## src/rtl/bcd_conv_sched_if.sv

```systemverilog
// bcd_conv_sched_if: request handshakes, result pulse and per-channel hold buses of the shared BCD converter
interface bcd_conv_sched_if #(parameter int W = 16, parameter int DIGITS = 5);
  logic                req0_valid, req0_ready, req1_valid, req1_ready;
  logic [W-1:0]        req0_bin, req1_bin;
  logic                busy, res_valid, res_ch;
  logic [4*DIGITS-1:0] res_bcd, hold0_bcd, hold1_bcd;
  modport master (
    output req0_valid, req0_bin, req1_valid, req1_bin,
    input  req0_ready, req1_ready, busy, res_valid, res_ch, res_bcd, hold0_bcd, hold1_bcd
  );
  modport slave (
    input  req0_valid, req0_bin, req1_valid, req1_bin,
    output req0_ready, req1_ready, busy, res_valid, res_ch, res_bcd, hold0_bcd, hold1_bcd
  );
endinterface

```

## src/rtl/bcd_conv_sched.sv

```systemverilog
// bcd_conv_sched: round-robin shared serial shift-add-3 binary-to-BCD engine for two requesters.
// Optional LEADING_ZERO_BLANK_EN replaces leading zero digits (never digit0) with 4'hF.
module bcd_conv_sched #(
  parameter int W      = 16,
  parameter int DIGITS = 5
) (
  input logic             clk,
  input logic             rst,
  bcd_conv_sched_if.slave bus
);
  localparam int IW = W > 1 ? $clog2(W) : 1;
  localparam int BW = 4 * DIGITS;
  typedef enum logic [1:0] {IDLE, SHIFT, DONE} state_t;
  state_t          state_q, state_d;
  logic            last_q, last_d, ch_q, ch_d, res_valid_q, res_valid_d, res_ch_q, res_ch_d;
  logic [W-1:0]    bin_q, bin_d;
  logic [IW-1:0]   iter_q, iter_d;
  logic [BW-1:0]   acc_q, acc_d, res_q, res_d, hold0_q, hold0_d, hold1_q, hold1_d, adj, fmt;
  logic            grant, hs;
  always_comb begin
    for (int k = 0; k < DIGITS; k++)
      adj[4*k+:4] = acc_q[4*k+:4] > 4'd4 ? acc_q[4*k+:4] + 4'd3 : acc_q[4*k+:4];
  end
`ifdef LEADING_ZERO_BLANK_EN
  logic lead;
  // Walk down from the top digit; blanking stops at the first nonzero digit.
  always_comb begin
    fmt  = acc_q;
    lead = 1'b1;
    for (int k = DIGITS - 1; k > 0; k--) begin
      lead = lead & (acc_q[4*k+:4] == 4'd0);
      if (lead) fmt[4*k+:4] = 4'hF;
    end
  end
`else
  assign fmt = acc_q;
`endif
  assign grant          = bus.req0_valid & bus.req1_valid ? ~last_q : bus.req1_valid;
  assign hs             = (state_q == IDLE) & (bus.req0_valid | bus.req1_valid);
  assign bus.req0_ready = hs & ~grant;
  assign bus.req1_ready = hs & grant;
  assign bus.busy       = state_q != IDLE;
  assign bus.res_valid  = res_valid_q;
  assign bus.res_ch     = res_ch_q;
  assign bus.res_bcd    = res_q;
  assign bus.hold0_bcd  = hold0_q;
  assign bus.hold1_bcd  = hold1_q;
  always_comb begin
    state_d     = state_q;
    last_d      = last_q;
    ch_d        = ch_q;
    bin_d       = bin_q;
    acc_d       = acc_q;
    iter_d      = iter_q;
    res_valid_d = 1'b0;
    res_ch_d    = res_ch_q;
    res_d       = res_q;
    hold0_d     = hold0_q;
    hold1_d     = hold1_q;
    case (state_q)
      IDLE: if (hs) begin
        bin_d   = grant ? bus.req1_bin : bus.req0_bin;
        acc_d   = '0;
        last_d  = grant;
        ch_d    = grant;
        iter_d  = '0;
        state_d = SHIFT;
      end
      SHIFT: begin
        acc_d   = {adj[BW-2:0], bin_q[W-1]};
        bin_d   = bin_q << 1;
        iter_d  = iter_q + IW'(1);
        state_d = iter_q == IW'(W - 1) ? DONE : SHIFT;
      end
      DONE: begin
        res_valid_d = 1'b1;
        res_ch_d    = ch_q;
        res_d       = fmt;
        hold0_d     = ch_q ? hold0_q : fmt;
        hold1_d     = ch_q ? fmt : hold1_q;
        state_d     = IDLE;
      end
      default: state_d = IDLE;
    endcase
  end
  always_ff @(posedge clk) begin
    if (rst) begin
      state_q     <= IDLE;
      last_q      <= 1'b1;
      ch_q        <= 1'b0;
      bin_q       <= '0;
      acc_q       <= '0;
      iter_q      <= '0;
      res_valid_q <= 1'b0;
      res_ch_q    <= 1'b0;
      res_q       <= '0;
      hold0_q     <= '0;
      hold1_q     <= '0;
    end else begin
      state_q     <= state_d;
      last_q      <= last_d;
      ch_q        <= ch_d;
      bin_q       <= bin_d;
      acc_q       <= acc_d;
      iter_q      <= iter_d;
      res_valid_q <= res_valid_d;
      res_ch_q    <= res_ch_d;
      res_q       <= res_d;
      hold0_q     <= hold0_d;
      hold1_q     <= hold1_d;
    end
  end
endmodule

```

## src/flat_wrapper.sv

```systemverilog
// flat-port wrapper written by rule: the top's interface ports become plain ports
module bcd_conv_sched_flat 
#(
  parameter int W      = 16,
  parameter int DIGITS = 5
)
  (clk, rst, bus_req0_valid, bus_req0_bin, bus_req1_valid, bus_req1_bin, bus_req0_ready, bus_req1_ready, bus_busy, bus_res_valid, bus_res_ch, bus_res_bcd, bus_hold0_bcd, bus_hold1_bcd);
  bcd_conv_sched_if #(.W(W), .DIGITS(DIGITS)) bus_i ();
  input logic clk;
  input logic rst;
  input wire logic [$bits(bus_i.req0_valid)-1:0] bus_req0_valid;
  input wire logic [$bits(bus_i.req0_bin)-1:0] bus_req0_bin;
  input wire logic [$bits(bus_i.req1_valid)-1:0] bus_req1_valid;
  input wire logic [$bits(bus_i.req1_bin)-1:0] bus_req1_bin;
  output wire logic [$bits(bus_i.req0_ready)-1:0] bus_req0_ready;
  output wire logic [$bits(bus_i.req1_ready)-1:0] bus_req1_ready;
  output wire logic [$bits(bus_i.busy)-1:0] bus_busy;
  output wire logic [$bits(bus_i.res_valid)-1:0] bus_res_valid;
  output wire logic [$bits(bus_i.res_ch)-1:0] bus_res_ch;
  output wire logic [$bits(bus_i.res_bcd)-1:0] bus_res_bcd;
  output wire logic [$bits(bus_i.hold0_bcd)-1:0] bus_hold0_bcd;
  output wire logic [$bits(bus_i.hold1_bcd)-1:0] bus_hold1_bcd;
  assign bus_i.req0_valid = bus_req0_valid;
  assign bus_i.req0_bin = bus_req0_bin;
  assign bus_i.req1_valid = bus_req1_valid;
  assign bus_i.req1_bin = bus_req1_bin;
  assign bus_req0_ready = bus_i.req0_ready;
  assign bus_req1_ready = bus_i.req1_ready;
  assign bus_busy = bus_i.busy;
  assign bus_res_valid = bus_i.res_valid;
  assign bus_res_ch = bus_i.res_ch;
  assign bus_res_bcd = bus_i.res_bcd;
  assign bus_hold0_bcd = bus_i.hold0_bcd;
  assign bus_hold1_bcd = bus_i.hold1_bcd;
  bcd_conv_sched #(.W(W), .DIGITS(DIGITS)) u_core (.clk(clk), .rst(rst), .bus(bus_i));
endmodule
```

## config.mk

```make
export PLATFORM = sky130hd
export DESIGN_NAME = bcd_conv_sched_flat
export DESIGN_NICKNAME = d
export VERILOG_FILES = /design/src/rtl/bcd_conv_sched_if.sv /design/src/rtl/bcd_conv_sched.sv /design/src/flat_wrapper.sv
export SDC_FILE = /design/constraint.sdc
export NUM_CORES = 1
export LEC_CHECK = 0
export ABC_AREA = 0
export CAP_MARGIN = 20
export CELL_PAD_IN_SITES_DETAIL_PLACEMENT = 0
export CELL_PAD_IN_SITES_GLOBAL_PLACEMENT = 2
export CORE_ASPECT_RATIO = 1.75
export CORE_UTILIZATION = 26
export CTS_CLUSTER_DIAMETER = 50
export DETAILED_ROUTE_END_ITERATION = 7
export PLACE_DENSITY = 0.75
export SETUP_SLACK_MARGIN = 0.5
export SLEW_MARGIN = 20
export SYNTH_ARGS = -nofsm -noshare
export SYNTH_HDL_FRONTEND = slang
export SYNTH_SLANG_ARGS = --single-unit
```

## constraint.sdc

```tcl
create_clock -name clk -period 1.26 [get_ports clk]
set_input_delay 0.126 -clock clk [delete_from_list [all_inputs] [get_ports clk]]
set_output_delay 0.126 -clock clk [all_outputs]
set_load 0.01 [all_outputs]
```

==> summary.md <==
| Metric | Value |
|---|---|
| DR vias/cell | 4.80 |
| Yosys top cell by area | dfxtp_1 |
| FF-to-FF End | u_core.bus.hold0_bcd[3]$_SDFFE_PP0P_ |
| Min-delay src | rst |
| Boundary Pins | approximately 100 |
| Core region area | approximately 0.016 sq mm |
| WHS Path Cells | 2 |
| Residual DRC | 0 |
| Antenna-violating nets left | 0 |
| Die height | around 170 um |
| Gr usage total | ~17% |
| Most frequent cells in the layout | buf_6 (91), a21oi_2 (69), buf_4 (68) |
| R2R cell count | 8 |
| Vias | 4,502 |
| Fin util | between 50% and 60% |
| Fillcell total | 1,479 |
| Max-Cap Viols | 0 |
| Tmin final | 1.45 ns |
| Routed WL | between 15,000 and 20,000 um |
| CP startpoint kind | register |
| First-pass GRT wire length | about 23,000 um |
| FP Rows | between 60 and 70 |
| Warnings, synthesis | 0 |
| VDD IR max | 0.000537 V |
| WL/cell | about 17 um |
| Mapped Nets | 555 |
| Area grow syn2layout | 92.7% |
| Most common cell after layout, fill and taps aside | buf_6 |
| Hold Vio Cnt, Final | 0 |
| Failing checks | setup timing |
| Hold slack final | between 0.15 and 0.2 ns |
| Pin count of the biggest net entering global routing | 38 |
| Fin nets | between 700 and 800 |
| Worst-skew pair later-pin latency | 0.34 ns |
| Final Cycle Share | 115% |
| Final setup viols | around 110 |
| Status | finished, violations left |
| Post-DP HPWL | ~9400 um |
| Dpl cell area | approximately 0.006 sq mm |
| Worst-path fanout max | 6 |
| Clk sinks | about 110 |
| Clk_skew | approximately 0.0068 ns |
| PwrDens | 839 mW/mm^2 |
| Unique masters post-synth | 42 |
| DRT iter0 DRCs | roughly 140 |
| Clock slew at reported path FFs | approximately 0.07 ns |
| CP Capture Type | register |
| # diodes | 0 |
| Pleak | ~3.5 nW |
| Initial antenna violation count | 0 |
| CTS H-tree depth | 3 |
| Initial core utilization | 26.5% |
| Placer Congestion | 0.768 |
| Clock Path Buffers | 2 |
| Sequential share of the synthesized area | roughly 49% |
| Overflow after GRT | 0 |
| R2R Setup Slk | -0.19 ns |
| Hold Path Class | primary input to register |
| Relative slew slack | 60.4% |
| Post-synth top area share | 49.0% |
| Mapped Area | approximately 0.0043 sq mm |
| RSZ-0062 raised after global routing | true |
| Final std cells w/o fill | roughly 940 |
| Hold path endpoint | u_core.acc_q[3]$_SDFFE_PP0P_ |
| IO buf count | 100 |
| Worst-margin pin slew | approximately 0.59 ns |
| CTS tree | yes |
| CP Data Required Time | between 1.5 and 2 ns |
| Setup TNS | -10.39 ns |
| Vias in the first global route | ~4,400 |
| Post-Place Setup Slack | -0.467 ns |
| Highest clock rate | 690 MHz |
| Number of detailed-route iterations in the first pass | 4 |
| Worst flop-to-flop path startpoint | u_core.state_q[0]$_SDFFE_PP0P_ |
| PnR worst setup slack | -0.189 ns |
| Setup Crit Path Kind | register to register |
| Post-route cell area | 0.00835 sq mm |
| Inst Count DP | between 800 and 900 |
| Seq cells post-synth | around 110 |
| Cts bufs inserted | 9 |
| Pwr Total | ~7 mW |
| Die ar. | between 0.015 and 0.02 sq mm |
| Top area cells in the synthesized netlist | dfxtp_1 (49%), nand2_1 (11%), a21oi_1 (8.8%) |
| Cells after Synth | about 500 |
| Crit path DAT | ~1.7 ns |
| Root Driver | clkbuf_16 |
| Slew Viols, Final | 0 |
| CTS Hold Bufs | 0 |
| Syn avg cell area | around 8.4 sq um |
| Layout cell share with drive strength beyond 1 | between 70% and 80% |
| Die Wd | roughly 100 um |
[worst max-delay path, cell delays in order (launching register included)]
cell and delay (ns):
dfxtp_4 0.36, buf_6 0.13, buf_6 0.11, nand2b_4 0.15, nor2_4 0.13, buf_6 0.14
buf_16 0.14, nand2_4 0.05, a21oi_2 0.15
[cells by family after synthesis]
kind of cell | count (synthesis) | share of synthesized area, %
AND/OR/NAND/NOR | 182 | 18.3
AO/OA/AOI/OAI | 139 | 19.0
flip-flops | 106 | 49.0
buffers and inverters | 54 | 6.21
multiplexers | 20 | 4.62
XOR/XNOR | 6 | 1.21
adder cells (fa/ha/maj) | 6 | 1.73
[cell usage after synthesis (all sizes together)]
cell    count
nand2     131
dfxtp     106
a21oi      76
buf        25
mux2i      20
nor2       18
inv        16
a22oi      15
o22ai      15
clkbuf     13
o21ai      11
ha          6
a22o        5
nand2b      5
nand3       5
or4         5
xnor2       5
a211o       4
a31oi       4
a32oi       4
nor3        4
nor4        4
nor2b       3
a211oi      2
and2        2
and2b       2
or2         2
a21boi      1
a221o       1
nand4       1
o21a        1
xor2        1
[worst max-delay path by stage]
stage / start / end / slack, ns / depth (start not counted)
finish: u_core.state_q[0]$_SDFFE_PP0P_ / u_core.bus.hold0_bcd[3]$_SDFFE_PP0P_ / -0.19 / 8
global route: u_core.state_q[0]$_SDFFE_PP0P_ / u_core.bus.hold0_bcd[3]$_SDFFE_PP0P_ / -0.23 / 8
CTS: u_core.state_q[1]$_SDFFE_PP0P_ / bus_req0_ready / -0.15 / 5
detailed placement: bus_req0_valid / u_core.bin_q[10]$_SDFFE_PP0P_ / -0.47 / 7
global placement: bus_req0_valid / bus_req0_ready / -0.42 / 5
floorplan: u_core.state_q[0]$_SDFFE_PP0P_ / u_core.acc_q[10]$_SDFFE_PP0P_ / 0.004 / 5
[report_power, final]
part           switching [mW]  internal [mW]
combinational           0.401          0.493
clock                    1.24           1.44
sequential             0.0664           3.37
total                    1.70           5.30
[layer usage]
layer | vias to the layer above | track usage, % | part of all wire [%]
li1 | 2160 | - | -
met1 | 2188 | 18.7 | 37
met2 | 128 | 33.7 | 57
met3 | 26 | 2.34 | 3.4
met4 | 0 | 6.56 | 3.2
met5 | - | 0 | 0
[cell type report]
type                       count  area, sq um  share of cell area, %
multi-input combinational    358         3110                   37.2
timing repair buffer         218         2370                   28.3
clock inverter                 4         26.3                  0.315
sequential                   106         2260                   27.1
inverter                      16         60.1                  0.719
clock buffer                  11          253                   3.03
tap                          224          280                   3.36
[timing repair]
action                                  4_1_cts  5_1_grt
hold endpoints to repair                      0        0
pin swaps                                    91       79
gates cloned                                 12        2
endpoints found under the setup margin      171      171
setup buffers                                21       33
resized for setup                           528      194
[sequential cells by signal, indices dropped and copies added (netlist names), 2 cells and up]
name / flops
u_core.state_q: 2
u_core.bus.res_bcd: 20
u_core.iter_q: 4
u_core.bin_q: 16
u_core.bus.hold0_bcd: 20
u_core.acc_q: 20
u_core.bus.hold1_bcd: 20
No activity file was read; power rests on OpenSTA's default activity.
==> variant, RTL diff (same flow settings) <==
Take the reset off `res_q` and load it in a clocked block of its own.
--- a/src/rtl/bcd_conv_sched.sv
+++ b/src/rtl/bcd_conv_sched.sv
@@ -94,5 +94,4 @@
       res_valid_q <= 1'b0;
       res_ch_q    <= 1'b0;
-      res_q       <= '0;
       hold0_q     <= '0;
       hold1_q     <= '0;
@@ -106,9 +105,12 @@
       res_valid_q <= res_valid_d;
       res_ch_q    <= res_ch_d;
-      res_q       <= res_d;
       hold0_q     <= hold0_d;
       hold1_q     <= hold1_d;
     end
   end
+
+  always_ff @(posedge clk) begin
+    res_q <= res_d;
+  end
 endmodule
 
Check against the original RTL: same outputs for any inputs over 10 cycles, from zero or initial values and one cycle with rst high; that may be too few to reach the edited logic, so the function may still have changed.
==> variant against the unedited design <==
- the run ends with design-rule violations, negative setup slack left
- sequential cell count is the same
- power rose by 3.0%
- area after synthesis fell by 2.8%
- routed wire length shrank 13%
- worst setup slack improved by 0.054 ns
- core utilization fell by 4.4 points
- cell area decreased by 11%
- largest power group unchanged
==> variant: results (changes against the unedited design) <==
- Area contributors post-synth: dfxtp_1 41%, edfxtp_1 14%, nand2_1 7.8% (was dfxtp_1 49%, nand2_1 11%, a21oi_1 8.8%)
- Number of instances in the synthesized netlist: 436 (was 513)
- The xor/xnor share of the synthesized area came to 0.01248 (was 0.01212).
- Setup WS pre-CTS: -0.5029 ns (was -0.4671 ns)
* Starting DRC count in detailed routing: 127 (was 143)
* Largest net degree at the start of global routing: 35 (was 38)
* Fill cell instance count of the final layout: 1486 (was 1479)
- Outcome: complete, but fails checks (unchanged)
* Violations in the final reports: design-rule violations, negative setup slack (was negative setup slack)
- The area of the multi-input gates was 2236 sq um (was 3105 sq um).
- Synth Area in Compound Gates: 0.1759 (was 0.1897)
- Worst VDD drop: 0.6212 mV (was 0.5369 mV)
* # DRC: 1 (was 0)
* List of most frequent post-synthesis cells: 87 x nand2_1, 86 x dfxtp_1, 55 x a21oi_1, 21 x mux2i_1, 20 x edfxtp_1 (was 131 x nand2_1, 106 x dfxtp_1, 76 x a21oi_1, 20 x mux2i_1, 17 x nor2_1)
* Vias in the first global route: 3832 (was 4356)
* Setup violators final: 79 (was 106)
- The worst hold endpoint is u_core.iter_q[1] (was u_core.acc_q[3]).
- Cell internal power dissipation: 5.617 mW (was 5.304 mW)
- The global placer's final weighted congestion came to 0.7644 (was 0.7684).
- Static Leak: 3.136 nW (was 3.465 nW)
- The post-layout worst setup margin was -0.1347 ns (was -0.1886 ns).
* Number of nets produced by synthesis: 478 (was 555)
- The cell area reported after detailed placement was 5793 sq um (was 6075 sq um).
* Sum of negative setup slack: -6.150 ns (was -10.39 ns)
- Worst r2r dst: u_core.bin_q[0] (was u_core.bus.hold0_bcd[3])
* Post-synth EDFFs: 20 (was 0)
- The half-perimeter wire length after detailed placement is 8.092 mm (was 9.360 mm).
variant: how the worst max path moves through the flow:
| stage | from | slack [ns] | cells after the start | to |
|---|---|---|---|---|
| after floorplan | u_core.state_q[0] | -0.10 | 7 | u_core.acc_q[10] |
| after global placement | bus_req0_valid | -0.44 | 4 | bus_req1_ready |
| after detailed placement | bus_req1_valid | -0.50 | 6 | u_core.acc_q[9] |
| after CTS | u_core.state_q[1] | -0.14 | 5 | u_core.acc_q[1] |
| after global routing | u_core.state_q[0] | -0.19 | 7 | u_core.bus.hold0_bcd[19] |
| final | u_core.state_q[0] | -0.13 | 7 | u_core.bin_q[0] |
variant: power by group through the flow:
stage	sequential [mW]	clock, mW	combinational, mW
6_report	3.54	2.98	0.696
5_1_grt	3.54	3.18	0.744
4_1_cts	3.54	3.04	0.666
3_5_place_dp	3.62	0	0.549
3_3_place_gp	3.62	0	0.543
2_1_floorplan	3.60	0	0.332
variant: cells by family (layout without fill, tap and decap cells):
kind of cell | after synthesis | after routing
simple gates | 130 | 130
compound gates | 118 | 118
flops | 106 | 106
buf+inv | 49 | 227
mux | 21 | 21
fa+ha+maj | 6 | 6
xor+xnor | 6 | 6
variant: layer usage:
layer / wire, microns / vias up / GRT usage
li1: - / 1880 / -
met2: 7922 / 102 / 0.3160
met3: 403 / 17 / 0.02669
met4: 389 / 0 / 0.06619
met5: 0 / - / 0
met1: 4943 / 1895 / 0.1634
variant: repair_timing:
action / CTS / global route
endpoints found under the setup margin: 172 / 176
pin swaps: 42 / 29
gates resized for setup: 473 / 81
buffers inserted: 20 / 12
cloned: 8 / 3
variant: layout make-up:
cell class,instances,area share
flip-flops and latches,106,0.3254
multi-input cells,281,0.3018
repair buffers,193,0.2896
well taps,189,0.03191
clock buffers,11,0.03141
clock inverters,5,0.01047
inverters,18,0.009456
